`src/rtl/pipeline_ctrl.sv`:
```
// Hazard/stall controller for a 5-stage pipeline: decides latch enables, bubbles,
// PC advance and halt, and keeps saturating stall/redirect counters.
module pipeline_ctrl (
   input  logic        CLK,
   input  logic        nRST,
   input  logic        ihit,
   input  logic        dhit,
   input  logic        em_mem_req,
   input  logic        de_load,
   input  logic [4:0]  de_rt,
   input  logic [4:0]  fd_rs,
   input  logic [4:0]  fd_rt,
   input  logic        fd_uses_rs,
   input  logic        fd_uses_rt,
   input  logic        ex_redirect,
   input  logic        mw_halt,
   output logic        pc_en,
   output logic        fd_en,
   output logic        de_en,
   output logic        em_en,
   output logic        mw_en,
   output logic        fd_flush,
   output logic        de_flush,
   output logic        halted,
   output logic [15:0] stall_cnt,
   output logic [15:0] flush_cnt
);

   typedef enum logic [1:0] {RUN, MEMWAIT, HALTED} state_t;

   state_t state;
   logic   ihit_pend;
   logic   ifetch;
   logic   dfreeze;
   logic   lu;

   assign ifetch  = ihit | ihit_pend;
   assign dfreeze = em_mem_req & ~dhit;
   assign lu      = de_load & (de_rt != 5'd0) &
                    ((fd_uses_rs & (fd_rs == de_rt)) | (fd_uses_rt & (fd_rt == de_rt)));

   // Outputs are combinational so a hazard takes effect in the cycle it is seen.
   always_comb begin
      pc_en    = 1'b0;
      fd_en    = 1'b0;
      de_en    = 1'b0;
      em_en    = 1'b0;
      mw_en    = 1'b0;
      fd_flush = 1'b0;
      de_flush = 1'b0;
      halted   = 1'b0;
      if (nRST) begin
         if (state == HALTED) begin
            halted = 1'b1;
         end else if (!dfreeze) begin
            de_en = 1'b1;
            em_en = 1'b1;
            mw_en = 1'b1;
            if (ex_redirect) begin
               pc_en    = 1'b1;
               fd_en    = 1'b1;
               fd_flush = 1'b1;
               de_flush = 1'b1;
            end else if (lu) begin
               de_flush = 1'b1;
            end else if (!ifetch) begin
               fd_en    = 1'b1;
               fd_flush = 1'b1;
            end else begin
               pc_en = 1'b1;
               fd_en = 1'b1;
            end
         end
      end
   end

   always_ff @(posedge CLK) begin
      if (!nRST) begin
         state     <= RUN;
         ihit_pend <= 1'b0;
         stall_cnt <= 16'd0;
         flush_cnt <= 16'd0;
      end else begin
         if (state != HALTED) begin
            if (mw_halt && mw_en)
               state <= HALTED;
            else if (dfreeze)
               state <= MEMWAIT;
            else
               state <= RUN;
         end
         // Remember an instruction that arrived while the PC was held.
         if (pc_en)
            ihit_pend <= 1'b0;
         else if (ihit)
            ihit_pend <= 1'b1;
         if ((state != HALTED) && !pc_en && (stall_cnt != 16'hFFFF))
            stall_cnt <= stall_cnt + 16'd1;
         if (ex_redirect && em_en && (flush_cnt != 16'hFFFF))
            flush_cnt <= flush_cnt + 16'd1;
      end
   end

endmodule

```
`config.mk`:
```
export PLATFORM = sky130hd
export DESIGN_NAME = pipeline_ctrl
export DESIGN_NICKNAME = d
export VERILOG_FILES = /design/src/rtl/pipeline_ctrl.sv
export SDC_FILE = /design/constraint.sdc
export NUM_CORES = 1
export LEC_CHECK = 0
export ABC_AREA = 1
export CORE_ASPECT_RATIO = 0.5
export CORE_MARGIN = 2
export CORE_UTILIZATION = 43
export CTS_CLUSTER_SIZE = 40
export DETAILED_ROUTE_END_ITERATION = 6
export HOLD_SLACK_MARGIN = 0.06
export PLACE_DENSITY = 0.82
export SETUP_SLACK_MARGIN = 0.5
export SYNTH_ARGS = -nofsm -noshare
export SYNTH_HDL_FRONTEND = slang
export SYNTH_SLANG_ARGS = --single-unit
```
`constraint.sdc`:
```
create_clock -name CLK -period 1.8 [get_ports CLK]
set_input_delay 0.36 -clock CLK [delete_from_list [all_inputs] [get_ports CLK]]
set_output_delay 0.36 -clock CLK [all_outputs]
set_load 0.02 [all_outputs]
```
==> results.py <==
metrics = {
    "run_status": {
        "status": "completed",
    },
    "global_routing": {
        "grt_pass1_wl_microns": 12560,
        "first_global_vias": 2796,
        "antenna_found_initial": 0,
        "grt_max_degree": 23,
        "gr-usage-all-layers": 0.2819,
        "grt-ovfl-total": 0,
    },
    "pwr": {
        "p_leak_nw": 1.814,
        "p_sw_w": 0.0006638,
        "clkPwrFrac": 0.326,
        "vdd_ir_drop_max_uv": 392.7,
        "p_per_area_nw_per_um2": 532.7,
        "p_sw_frac": 0.3198,
        "power_frac_comb": 0.284,
        "intPower_w": 0.001412,
        "seq_power_share": 0.390,
    },
    "setup_path": {
        "r2r-start": "stall_cnt[0]",
        "r2r_cells": 11,
        "cp.arrival_ns": 1.98,
        "r2r-end": "stall_cnt[0]",
        "cp.required_ns": 2.01,
        "cp_max_fo": 4,
        "crit_path_end_kind": "register",
        "crit_path_start_kind": "register",
        "timing_worst_setup_path_type": "reg -> reg",
        "r2r_slack_ns": 0.02,
    },
    "synthesis": {
        "ys.flop_type": "dfxtp_1",
        "avgSynthCellArea_sq_um": 6.608,
        "ys_ff_latch": 35,
        "ys_top_cells_by_count": "nand2_1 (83), inv_1 (42), nor2_1 (42)",
        "yosysSeqAreaShare": 0.3137,
        "netlist_area_sq_um": 2233,
        "ys_top_cells_by_area": "dfxtp_1 (31%), nand2_1 (14%), inv_1 (7.1%), nor2_1 (7.1%), nand4_1 (6.7%)",
        "synth.most_common_cell": "nand2_1",
        "yosysWarnings": 0,
        "synth_top_area_share": 0.3137,
        "async_reset_ff_frac": 0,
        "synth_edf_count": 0,
        "synth_largest_area_cell": "dfxtp_1",
        "yosysUniqueCellTypes": 30,
        "synth_nets": 365,
        "synth_cells": 338,
    },
    "floorplanning": {
        "placementRows": 18,
        "io_pins": 65,
        "dieWidth_microns": 105.9,
        "core_sq_um": 4955,
        "die-area_sq_um": 5821,
        "start_util": 0.4508,
        "dieHeight_microns": 54.96,
    },
    "cts": {
        "cts_buffer_depth": 2,
        "cts_max_level": 2,
        "clkTransAtPathRegs_ns": 0.08,
        "cts.sinks": 35,
        "root_buffer": "clkbuf_8",
        "cts_tree": "yes",
        "cts_buffers": 5,
        "insertion_delay_ns": 0.31,
    },
    "layout": {
        "fin_cells": 522,
        "area_delta_synth_final_pct": 74.45,
        "drive_gt1_frac": 0.5686,
        "seq_area_sq_um": 762.0,
        "antennaDiodeCount": 0,
        "design_area_sq_um": 3896,
        "nFillCells": 294,
        "nNetsFinal": 478,
        "multi_input_area_sq_um": 1732,
        "fin_util": 0.7864,
    },
    "timing": {
        "post-route-min-period_ns": 1.776,
        "setup_viol": 0,
        "tns_ns": 0,
        "fmax_mhz": 563.0,
        "final-hold-violation-count": 0,
        "fin_worst_skew_ns": 0.01141,
        "relSlewSlack": 0.6236,
        "worst_slew_pin_slew_ns": 0.5615,
        "rsz0062_at_grt": "yes",
        "final_max_slew_viol_count": 0,
        "hold_ws_ns": 0.4832,
        "fin_crit_sh": 0.9868,
    },
    "drt": {
        "vias": 2941,
        "drtPass1Iterations": 5,
        "ant_nets": 0,
        "wl_per_cell_microns": 17.96,
        "wirelength_microns": 9376,
        "drt_iter0_markers": 228,
        "routed_via_density": 5.634,
        "drc": 0,
    },
    "min_path": {
        "hp-start": "stall_cnt[11]",
        "hold_path_class": "reg -> reg",
        "min_path_cells": 2,
        "min_to": "stall_cnt[11]",
    },
    "place": {
        "dpl.cell_count": 486,
        "place_area_sq_um": 3302,
        "hpwl_microns": 4607,
        "gp_congestion": 0.8812,
        "portBuffers": 64,
    },
    "job": {
        "cap_violations": 0,
    },
}
## per-layer routing
layer  routed length, microns  up-vias  GRT usage
met5                        0        -          0
met1                     3529     1374     0.2947
met2                     4545      181     0.5495
met4                      551        0     0.1623
met3                      749       72    0.07026
li1                         -     1314          -
## per-stage QoR
stage	power, W	worst slack (ns)
finish	0.002076	0.02373
global route	0.002139	-0.1041
CTS	0.001969	0.05796
detailed placement	0.001236	-0.8334
global placement	0.001225	-0.7959
floorplan	0.001075	0.1018
## power by group through the flow
stage,logic (W),clock network [W],registers (W)
2_1_floorplan,0.000233,0,0.000842
5_1_grt,0.000620,0.000708,0.000811
4_1_cts,0.000503,0.000656,0.000811
3_3_place_gp,0.000396,0,0.000829
6_report,0.000590,0.000677,0.000809
3_5_place_dp,0.000406,0,0.000830
## flip-flops by register name, summed over array words and instances (netlist names)
register and cells:
stall_cnt 16, state 2, ihit_pend 1, flush_cnt 16
## critical path, stage by stage (launching register included)
cell	delay, ns
dfxtp_4	0.38
ha_4	0.16
nand2_4	0.06
nor3_4	0.19
nand2_2	0.12
nor3_4	0.24
nand2_4	0.10
nand3_4	0.12
buf_6	0.13
nand2_1	0.05
nand2_1	0.06
nor2_1	0.05
## worst max-delay path by stage
stage                       startpoint            to  slack, ns  depth (start not counted)
after floorplan           stall_cnt[1]  stall_cnt[7]       0.10                         10
after global placement        de_rt[0]      fd_flush      -0.80                         12
after global routing      stall_cnt[0]  stall_cnt[0]      -0.10                         11
after CTS                     de_rt[2]         pc_en       0.06                         11
after detailed placement      de_rt[0]      de_flush      -0.83                         11
final                     stall_cnt[0]  stall_cnt[0]       0.02                         11
## cell families (layout without fill, tap and decap cells)
logic type / count (synthesis) / count (layout) / synth area share
compound gates: 39 / 39 / 0.1048
xor+xnor: 17 / 17 / 0.06667
fa+ha+maj: 2 / 2 / 0.01120
buf+inv: 56 / 170 / 0.1064
flops: 35 / 35 / 0.3137
simple gates: 189 / 189 / 0.3972
## final cells by class
class | instances | share of cell area
multi-input combinational | 247 | 0.4444
timing repair buffer | 118 | 0.2585
sequential | 35 | 0.1956
inverter | 44 | 0.05331
clock buffer | 8 | 0.02569
tap | 70 | 0.02248
## layout by cell type (no fill, tap or decap), types with 7 or more instances in the layout
cell type / synthesis / layout
nand2_2: 11 / 27
dfxtp_4: 0 / 10
inv_2: 2 / 10
nand2_1: 83 / 54
nand2_4: 1 / 14
buf_4: 2 / 30
inv_1: 42 / 27
nand3_1: 14 / 8
clkbuf_8: 0 / 7
dfxtp_2: 0 / 19
nand4_1: 24 / 24
nor2_1: 42 / 30
nor2_4: 0 / 9
buf_2: 3 / 35
xor2_1: 12 / 11
buf_6: 0 / 34
a21oi_2: 9 / 18
## timing repair
action                     CTS  global route
resized for setup          305            75
pin swaps                   45            41
buffers inserted            17            10
gates cloned                 1             0
hold buffers                 0             0
setup endpoints to repair   74            56
(Power assumes the default switching activity.)
